--- src/rtl/alu_pkg.sv ---
// Shared definitions for the ALU execution sequencer: opcodes, FSM states and
// the opcode classification rules.
package alu_pkg;

    localparam int DATA_W = 32;
    localparam int OP_W   = 4;

    localparam logic [OP_W-1:0] OP_SUB  = 4'b0001;
    localparam logic [OP_W-1:0] OP_MUL  = 4'b0010;
    localparam logic [OP_W-1:0] OP_DIV  = 4'b0011;
    localparam logic [OP_W-1:0] OP_SHL  = 4'b0100;
    localparam logic [OP_W-1:0] OP_SHR  = 4'b0101;
    localparam logic [OP_W-1:0] OP_SHRA = 4'b0110;
    localparam logic [OP_W-1:0] OP_NEG  = 4'b1010;
    localparam logic [OP_W-1:0] OP_NOT  = 4'b1011;
    localparam logic [OP_W-1:0] OP_ADD  = 4'b1101;
    localparam logic [OP_W-1:0] OP_NOP  = 4'b1111;

    typedef enum logic [2:0] {
        ST_IDLE,
        ST_LOAD_A,
        ST_LOAD_B,
        ST_EXEC,
        ST_CAPTURE,
        ST_WB_LO,
        ST_WB_HI
    } state_e;

    function automatic logic is_legal(input logic [OP_W-1:0] op);
        return !(op inside {4'b0000, 4'b1110, 4'b1111});
    endfunction

    // Single-operand ops read B only (negate/invert) or A only (shifts and 1100).
    function automatic logic uses_a(input logic [OP_W-1:0] op);
        return is_legal(op) && !(op inside {4'b1010, 4'b1011});
    endfunction

    function automatic logic uses_b(input logic [OP_W-1:0] op);
        return is_legal(op) && !(op inside {[4'b0100:4'b0111], 4'b1100});
    endfunction

    function automatic logic has_high(input logic [OP_W-1:0] op);
        return (op == OP_MUL) || (op == OP_DIV);
    endfunction

endpackage

--- src/rtl/alu_exec_sequencer_if.sv ---
// Handshake, operand bus and ALU-facing signals of the execution sequencer.
interface alu_exec_sequencer_if #(
    parameter int DATA_W = 32,
    parameter int OP_W   = 4
);
    logic              start;
    logic [OP_W-1:0]   op;
    logic [DATA_W-1:0] bus_in;
    logic              rx_out;
    logic              ry_out;
    logic [DATA_W-1:0] alu_a;
    logic [DATA_W-1:0] alu_b;
    logic [OP_W-1:0]   alu_op;
    logic [DATA_W-1:0] alu_z_low;
    logic [DATA_W-1:0] alu_z_high;
    logic [DATA_W-1:0] result_lo;
    logic [DATA_W-1:0] result_hi;
    logic              rz_we;
    logic              hi_we;
    logic              busy;
    logic              done;
    logic              err;

    modport slave (
        input  start, op, bus_in, alu_z_low, alu_z_high,
        output rx_out, ry_out, alu_a, alu_b, alu_op,
               result_lo, result_hi, rz_we, hi_we, busy, done, err
    );

    modport master (
        output start, op, bus_in, alu_z_low, alu_z_high,
        input  rx_out, ry_out, alu_a, alu_b, alu_op,
               result_lo, result_hi, rz_we, hi_we, busy, done, err
    );
endinterface

--- src/rtl/alu_op_class.sv ---
// Combinational opcode classifier: legality, operand usage and high-result flag.
module alu_op_class
    import alu_pkg::*;
(
    input  logic [OP_W-1:0] op,
    output logic            legal,
    output logic            use_a,
    output logic            use_b,
    output logic            high
);
    assign legal = is_legal(op);
    assign use_a = uses_a(op);
    assign use_b = uses_b(op);
    assign high  = has_high(op);
endmodule

--- src/rtl/alu_exec_sequencer.sv ---
// Sequences operand fetch, ALU execution, result capture and writeback around
// an external ALU that only re-evaluates when its opcode changes.
module alu_exec_sequencer
    import alu_pkg::*;
#(
    parameter int              EXEC_CYCLES = 1,
    parameter logic [OP_W-1:0] NOP_OP      = OP_NOP
) (
    input  logic          clock,
    input  logic          clear,
    alu_exec_sequencer_if.slave sif
);
    localparam int              CNT_W    = (EXEC_CYCLES > 1) ? $clog2(EXEC_CYCLES) : 1;
    localparam logic [CNT_W-1:0] CNT_INIT = CNT_W'(EXEC_CYCLES - 1);

    state_e            state_q, state_d;
    logic [OP_W-1:0]   op_q, op_d;
    logic              need_b_q, need_b_d;
    logic              hi_q, hi_d;
    logic [DATA_W-1:0] alu_a_q, alu_a_d;
    logic [DATA_W-1:0] alu_b_q, alu_b_d;
    logic [DATA_W-1:0] res_lo_q, res_lo_d;
    logic [DATA_W-1:0] res_hi_q, res_hi_d;
    logic [CNT_W-1:0]  cnt_q, cnt_d;
    logic              err_q, err_d;

    logic op_legal, op_use_a, op_use_b, op_high;
    logic rx, ry, rz, hw, dn;
    logic [OP_W-1:0] alu_op;

    alu_op_class u_class (
        .op    (sif.op),
        .legal (op_legal),
        .use_a (op_use_a),
        .use_b (op_use_b),
        .high  (op_high)
    );

    always_ff @(posedge clock or posedge clear) begin
        if (clear) begin
            state_q  <= ST_IDLE;
            op_q     <= NOP_OP;
            need_b_q <= 1'b0;
            hi_q     <= 1'b0;
            alu_a_q  <= '0;
            alu_b_q  <= '0;
            res_lo_q <= '0;
            res_hi_q <= '0;
            cnt_q    <= '0;
            err_q    <= 1'b0;
        end else begin
            state_q  <= state_d;
            op_q     <= op_d;
            need_b_q <= need_b_d;
            hi_q     <= hi_d;
            alu_a_q  <= alu_a_d;
            alu_b_q  <= alu_b_d;
            res_lo_q <= res_lo_d;
            res_hi_q <= res_hi_d;
            cnt_q    <= cnt_d;
            err_q    <= err_d;
        end
    end

    always_comb begin
        state_d  = state_q;
        op_d     = op_q;
        need_b_d = need_b_q;
        hi_d     = hi_q;
        alu_a_d  = alu_a_q;
        alu_b_d  = alu_b_q;
        res_lo_d = res_lo_q;
        res_hi_d = res_hi_q;
        cnt_d    = cnt_q;
        err_d    = 1'b0;
        rx       = 1'b0;
        ry       = 1'b0;
        rz       = 1'b0;
        hw       = 1'b0;
        dn       = 1'b0;
        alu_op   = NOP_OP;

        case (state_q)
            ST_IDLE: begin
                if (sif.start) begin
                    if (!op_legal) begin
                        err_d = 1'b1;
                    end else begin
                        op_d     = sif.op;
                        need_b_d = op_use_b;
                        hi_d     = op_high;
                        // Unused operand is zeroed so the ALU never sees a stale value.
                        if (!op_use_a) alu_a_d = '0;
                        if (!op_use_b) alu_b_d = '0;
                        state_d  = op_use_a ? ST_LOAD_A : ST_LOAD_B;
                    end
                end
            end
            ST_LOAD_A: begin
                rx      = 1'b1;
                alu_a_d = sif.bus_in;
                if (need_b_q) begin
                    state_d = ST_LOAD_B;
                end else begin
                    state_d = ST_EXEC;
                    cnt_d   = CNT_INIT;
                end
            end
            ST_LOAD_B: begin
                ry      = 1'b1;
                alu_b_d = sif.bus_in;
                state_d = ST_EXEC;
                cnt_d   = CNT_INIT;
            end
            ST_EXEC: begin
                alu_op = op_q;
                if (cnt_q == '0) state_d = ST_CAPTURE;
                else             cnt_d   = cnt_q - CNT_W'(1);
            end
            ST_CAPTURE: begin
                res_lo_d = sif.alu_z_low;
                res_hi_d = sif.alu_z_high;
                state_d  = ST_WB_LO;
            end
            ST_WB_LO: begin
                rz      = 1'b1;
                dn      = !hi_q;
                state_d = hi_q ? ST_WB_HI : ST_IDLE;
            end
            ST_WB_HI: begin
                hw      = 1'b1;
                dn      = 1'b1;
                state_d = ST_IDLE;
            end
            default: state_d = ST_IDLE;
        endcase
    end

    assign sif.rx_out    = rx;
    assign sif.ry_out    = ry;
    assign sif.alu_a     = alu_a_q;
    assign sif.alu_b     = alu_b_q;
    assign sif.alu_op    = alu_op;
    assign sif.result_lo = res_lo_q;
    assign sif.result_hi = res_hi_q;
    assign sif.rz_we     = rz;
    assign sif.hi_we     = hw;
    assign sif.busy      = (state_q != ST_IDLE);
    assign sif.done      = dn;
    assign sif.err       = err_q;

endmodule

--- src/flat_wrapper.sv ---
// flat-port wrapper written by rule: the top's interface ports become plain ports
module alu_exec_sequencer_flat import alu_pkg::*;
#(
    parameter int              EXEC_CYCLES = 1,
    parameter logic [OP_W-1:0] NOP_OP      = OP_NOP
)
  (clock, clear, sif_start, sif_op, sif_bus_in, sif_alu_z_low, sif_alu_z_high, sif_rx_out, sif_ry_out, sif_alu_a, sif_alu_b, sif_alu_op, sif_result_lo, sif_result_hi, sif_rz_we, sif_hi_we, sif_busy, sif_done, sif_err);
  alu_exec_sequencer_if #(.DATA_W((32)), .OP_W(4)) sif_i ();
  input  logic clock;
  input  logic clear;
  input wire logic [$bits(sif_i.start)-1:0] sif_start;
  input wire logic [$bits(sif_i.op)-1:0] sif_op;
  input wire logic [$bits(sif_i.bus_in)-1:0] sif_bus_in;
  input wire logic [$bits(sif_i.alu_z_low)-1:0] sif_alu_z_low;
  input wire logic [$bits(sif_i.alu_z_high)-1:0] sif_alu_z_high;
  output wire logic [$bits(sif_i.rx_out)-1:0] sif_rx_out;
  output wire logic [$bits(sif_i.ry_out)-1:0] sif_ry_out;
  output wire logic [$bits(sif_i.alu_a)-1:0] sif_alu_a;
  output wire logic [$bits(sif_i.alu_b)-1:0] sif_alu_b;
  output wire logic [$bits(sif_i.alu_op)-1:0] sif_alu_op;
  output wire logic [$bits(sif_i.result_lo)-1:0] sif_result_lo;
  output wire logic [$bits(sif_i.result_hi)-1:0] sif_result_hi;
  output wire logic [$bits(sif_i.rz_we)-1:0] sif_rz_we;
  output wire logic [$bits(sif_i.hi_we)-1:0] sif_hi_we;
  output wire logic [$bits(sif_i.busy)-1:0] sif_busy;
  output wire logic [$bits(sif_i.done)-1:0] sif_done;
  output wire logic [$bits(sif_i.err)-1:0] sif_err;
  assign sif_i.start = sif_start;
  assign sif_i.op = sif_op;
  assign sif_i.bus_in = sif_bus_in;
  assign sif_i.alu_z_low = sif_alu_z_low;
  assign sif_i.alu_z_high = sif_alu_z_high;
  assign sif_rx_out = sif_i.rx_out;
  assign sif_ry_out = sif_i.ry_out;
  assign sif_alu_a = sif_i.alu_a;
  assign sif_alu_b = sif_i.alu_b;
  assign sif_alu_op = sif_i.alu_op;
  assign sif_result_lo = sif_i.result_lo;
  assign sif_result_hi = sif_i.result_hi;
  assign sif_rz_we = sif_i.rz_we;
  assign sif_hi_we = sif_i.hi_we;
  assign sif_busy = sif_i.busy;
  assign sif_done = sif_i.done;
  assign sif_err = sif_i.err;
  alu_exec_sequencer #(.EXEC_CYCLES(EXEC_CYCLES), .NOP_OP(NOP_OP)) u_core (.clock(clock), .clear(clear), .sif(sif_i));
endmodule
--- config.mk ---
export PLATFORM = sky130hd
export DESIGN_NAME = alu_exec_sequencer_flat
export DESIGN_NICKNAME = d
export VERILOG_FILES = /design/src/rtl/alu_pkg.sv /design/src/rtl/alu_exec_sequencer_if.sv /design/src/rtl/alu_op_class.sv /design/src/rtl/alu_exec_sequencer.sv /design/src/flat_wrapper.sv
export SDC_FILE = /design/constraint.sdc
export NUM_CORES = 1
export LEC_CHECK = 0
export ABC_AREA = 1
export BUFFER_PORTS_ARGS = -buffer_cell sky130_fd_sc_hd__buf_2
export CAP_MARGIN = 10
export CORE_ASPECT_RATIO = 1.2
export CORE_MARGIN = 5
export CORE_UTILIZATION = 36
export DETAILED_ROUTE_END_ITERATION = 7
export PLACE_DENSITY = 0.75
export SYNTH_ARGS = -nofsm -noshare
export SYNTH_HDL_FRONTEND = slang
export SYNTH_SLANG_ARGS = --single-unit
--- constraint.sdc ---
create_clock -name clock -period 7.7 [get_ports clock]
set_input_delay 0.77 -clock clock [delete_from_list [all_inputs] [get_ports clock]]
set_output_delay 0.77 -clock clock [all_outputs]
set_load 0.05 [all_outputs]
# Word-level counts from Yosys, hierarchy flattened
# Index checks and enable logic that the tools add are counted.
# word_totals
input_bits	103
wordCells	82
reg_bits	139
out_inout_bits	139
# classes
reduce_logical	22
muxes	27
magnitude_cmp	2
n_addsub	1
n_eq_ne	19
n_bitwise	1
# op_table
cell	n
32-bit 2-to-1 mux	6
32-bit one-hot mux with 2 select lines	2
4-bit == test (second input constant)	5
3-bit one-hot mux with 6 select lines	1
3-bit 2-to-1 mux	4
2-bit != test (second input constant)	6
1-bit 2-to-1 mux	10
3-bit == test (second input constant)	3
3-bit nonzero test	3
4-bit by 2-bit == test with 1-bit output (second input constant)	2
4-bit AND reduction	2
2-bit nonzero test	4
3-bit by 2-bit == test with 1-bit output (second input constant)	2
3-bit AND reduction	2
4-bit by 3-bit >= comparator with 1-bit output (second input constant)	1
4-bit by 3-bit <= comparator with 1-bit output (second input constant)	1
1-bit zero test	4
4-bit zero test	1
4-bit 2-to-1 mux	1
3-bit by 1-bit == test with 1-bit output (second input constant)	1
1-bit logical AND	3
3-bit zero test	1
1-bit one-hot mux with 3 select lines	1
2-bit 2-to-1 mux	1
other kinds (5)	5

# Depth between registers and ports, before layout
# depth
depth_word	9
ltp_mapped	10
mapped_depth_nobuf	9

# Modules after synthesis
# Synthesis repeated with hierarchy kept, for this count alone.
# hier_totals
hier_cells	636
area_unflattened_um2	5602.9
# modules_own_cells
module	seq_area_each_um2	n_inst	cells_per_inst	area_per_inst_um2
alu_exec_sequencer	3458.3	1	620	5536.6
alu_op_class	0.0	1	16	66.3

# Worst setup path before layout
# No wires, ideal clock.
# synth_path
path_type	register to output
start	reg u_core.state_q[1]
end	out sif_done
path_buffers	0
stages_incl_launch_ff	4
setup_slack_ns	5.522
t_required_ns	6.930
t_arrival_ns	1.408
cell_sequence	dfrtp_1 inv_1 nand3_1 o22ai_1
# synth_via
elab_chain_cells	2
word_cells_on_any_way	3
classes_between	2 x eq/ne; 1 x mux
# synth_rtl
item	line	text
start, declared	alu_exec_sequencer.sv:16	state_e state_q, state_d;
start signal, assigned	alu_exec_sequencer.sv:52	state_q <= state_d;
3-bit == test	alu_exec_sequencer.sv:83	case (state_q)
1-bit one-hot mux with 2 select lines (*)	alu_exec_sequencer.sv:83	
end, declared	flat_wrapper.sv:26	output wire logic [$bits(sif_i.done)-1:0] sif_done;
# Mark *: on every way between the ends. The rest lies on a longest branch, timed or not.

# Final worst setup path
# layout_path
start	reg u_core.state_q[2]
end	out sif_ry_out
# layout_via
elab_chain_cells	2
# layout_rtl
item	line	text
3-bit by 2-bit == test with 1-bit output	alu_exec_sequencer.sv:83	
1-bit 2-to-1 mux	alu_exec_sequencer.sv:83	
end, declared	flat_wrapper.sv:17	output wire logic [$bits(sif_i.ry_out)-1:0] sif_ry_out;
# No other way between the ends.

==> flow_metrics.tcl <==
set metrics [dict create \
    post-synth-top-count-cell "sky130_fd_sc_hd__nand2_1" \
    yosys-top-cells-count "178 x sky130_fd_sc_hd__nand2_1, 134 x sky130_fd_sc_hd__dfrtp_1, 38 x sky130_fd_sc_hd__mux2_4" \
    synthesized_flop_and_latch_total 138 \
    area_delta_synth_final_pct 35.04 \
    io_buffer_count 241 \
    setup.worst_path.end_class "output pin" \
    number_of_antenna_violations_at_the_first_check_in_global_routing 0 \
    grt_setup_unrepaired "false" \
    crit-reg2reg-launch "u_core.state_q[2]" \
    ys_warn_count 0 \
    post_synth_instance_area_um2 5588 \
    tritoncts.num_buffers 17 \
    dominantRegCellSynth "sky130_fd_sc_hd__dfrtp_1" \
    drtAntennaViolNets 0 \
    fill_cells 1444 \
    max_clock_freq_mhz 285.6 \
    rr_worst_depth 6 \
    start_kind "register" \
    finish.net_count 826 \
    cts.path.max_buffers 2 \
    fp.dieArea_um2 18120 \
    finalSetupViolCount 0 \
    cts_tree "yes" \
    postCtsSetupRepairBufs 0 \
    synth.net_count 586 \
    synth.largest_area_cell "sky130_fd_sc_hd__dfrtp_1" \
    fin_worst_skew_ns 0.005756 \
    clock-root-buffer "sky130_fd_sc_hd__clkbuf_16" \
    wire_length_of_the_first_global_routing_pass_um 22490 \
    row_count 50 \
    initialDrtViolationCount 174 \
    holdBufCountCts 0 \
    hp-class "in -> async" \
    status "complete, no violations" \
    post_synth_inst_count 483 \
    ys_types 23 \
    drv.max_cap_violation_count 0 \
    critical_path.max_fanout 35 \
    place_hpwl_um 10460 \
    cts-htree-levels 4 \
    finalMaxSlewViolations 0 \
    initial_core_util 0.3616 \
    core_area_um2 15450 \
    detail_route.wirelength_um 14230 \
    post_route_clock_period_utilization 0.4548 \
    routed_wire_length_per_instance_um 15.07 \
    synth_top_cell_area_share 0.6001 \
    clk-insertion-delay-late_ns 0.40 \
    seq_total_area_yosys 0.6189 \
    tightest_slew_ns 1.055 \
    synth.area.top_cells "sky130_fd_sc_hd__dfrtp_1 60%, sky130_fd_sc_hd__nand2_1 12%, sky130_fd_sc_hd__mux2_4 10%" \
    r2r_setup_slack_ns 5.47 \
    fin_crit_ns 3.502 \
    synth_edf_count 0 \
    startpoint "u_core.state_q[2]" \
    hold_ws_ns 0.4229 \
    cts.reportedPaths.clkPinSlew_ns 0.06 \
    place_congestion 0.7523 \
    tns_ns 0 \
    drt-vias-per-instance 4.461 \
    maxSlewHeadroom 0.2965 \
    drive_above_1_share 0.4823 \
    drc 0 \
    firstDrtPassIters 4 \
    ctsResizeCount 0 \
    chipHeight_um 146.5 \
    worstPathRequired_ns 6.93 \
    synthArstFlopShare 1.000 \
    grt_util_all_layers 0.1574 \
    timing.rr.end "u_core.sif.alu_b[30]" \
    boundaryPins 242 \
    fin_hold_viols 0 \
    antenna-diode-count 0 \
    final-instance-count-excl-fill 944 \
    critical_path_class "reg -> out" \
    dp_cells 912 \
    grt_pass1_vias 4325 \
    detailroute.via_count 4211 \
    cp_data_arrival_time_ns 2.73 \
    clock_sinks 138 \
    syn_avg_cell_area_um2 11.57 \
    post-route-util 0.4883 \
    globalRoute.totalOverflow 0 \
    floorplan.die.width_um 123.7 \
    cp-endpoint "sif_ry_out" \
    grt_max_degree 76 \
]
layout by cell type, fill, tap and decap left out, types with 2 or more instances in the layout:
cell	count
sky130_fd_sc_hd__buf_2	241
sky130_fd_sc_hd__nand2_1	177
sky130_fd_sc_hd__dfrtp_1	134
sky130_fd_sc_hd__mux2_4	38
sky130_fd_sc_hd__nand3_1	37
sky130_fd_sc_hd__mux2_2	26
sky130_fd_sc_hd__clkbuf_16	17
sky130_fd_sc_hd__inv_1	12
sky130_fd_sc_hd__nor2_1	8
sky130_fd_sc_hd__o21ai_0	7
sky130_fd_sc_hd__bufinv_16	4
sky130_fd_sc_hd__dfstp_2	4
sky130_fd_sc_hd__inv_2	3
sky130_fd_sc_hd__clkbuf_8	3
sky130_fd_sc_hd__clkinv_2	3
sky130_fd_sc_hd__buf_4	3
sky130_fd_sc_hd__nor2_4	2
sky130_fd_sc_hd__nand2_4	2
sky130_fd_sc_hd__nand2_2	2
sky130_fd_sc_hd__o22ai_1	2
sky130_fd_sc_hd__clkinv_4	2
sky130_fd_sc_hd__clkinvlp_4	2
logic make-up (layout without fill, tap and decap cells):
group                  Yosys count  in the layout  share of synthesized area
and+or+nand+nor                231            231                     0.1722
AOI/OAI and AO/OA               11             11                    0.01120
DFF                            138            138                     0.6189
buffers and inverters           39            292                    0.04322
muxes                           64             64                     0.1545
final cells by class:
| cell class | instances | area [um2] | share of cell area |
|---|---|---|---|
| sequential | 138 | 3458 | 0.4583 |
| multi-input combinational | 306 | 1896 | 0.2512 |
| timing repair buffer | 244 | 1229 | 0.1628 |
| clock buffer | 21 | 470.5 | 0.06234 |
| tap | 208 | 260.3 | 0.03449 |
| clock inverter | 11 | 167.7 | 0.02222 |
| inverter | 16 | 65.06 | 0.008622 |
metal layers:
layer  share of wire  track usage  wire length, um
met1            0.40       0.1830             5670
met2            0.49       0.2658             6974
met3           0.098      0.05928             1396
met4           0.013      0.04986              187
met5               0            0                0
state kept, by name, summed over array words and instances, names as in the netlist:
signal                count
u_core.need_b_q           1
u_core.sif.result_lo     32
u_core.sif.alu_b         32
u_core.hi_q               1
u_core.state_q            3
u_core.sif.alu_a         32
u_core.op_q               4
u_core.sif.result_hi     32
u_core.sif.err            1
stage by stage:
step | area, um2 | setup slack (ns)
after CTS | 7546 | 4.125
after global routing | 7546 | 3.910
final | 7546 | 4.198
after global placement | 6908 | 4.608
after floorplan | 5588 | 3.240
after detailed placement | 6908 | 4.599
critical path, cell delays in order (launching register included):
cell                      delay [ns]
sky130_fd_sc_hd__dfrtp_1        0.44
sky130_fd_sc_hd__inv_2          0.13
sky130_fd_sc_hd__nand3_2        0.54
sky130_fd_sc_hd__inv_1          0.54
sky130_fd_sc_hd__buf_4          0.34
sky130_fd_sc_hd__buf_2          0.32
how the worst min path moves through the flow:
stage | slack [ns] | start | to
finish | 0.42 | clear | u_core.sif.result_hi[28]
global route | 0.46 | clear | u_core.sif.result_hi[28]
CTS | 0.45 | clear | u_core.sif.result_hi[13]
detailed placement | 0.45 | u_core.sif.alu_a[30] | u_core.sif.alu_a[30]
global placement | 0.45 | u_core.sif.alu_a[5] | u_core.sif.alu_a[5]
floorplan | 0.46 | u_core.need_b_q | u_core.need_b_q
Power is left out: the tool's default activity adds up to more than one toggle a clock period on the data nets, which glitch-free logic cannot reach.
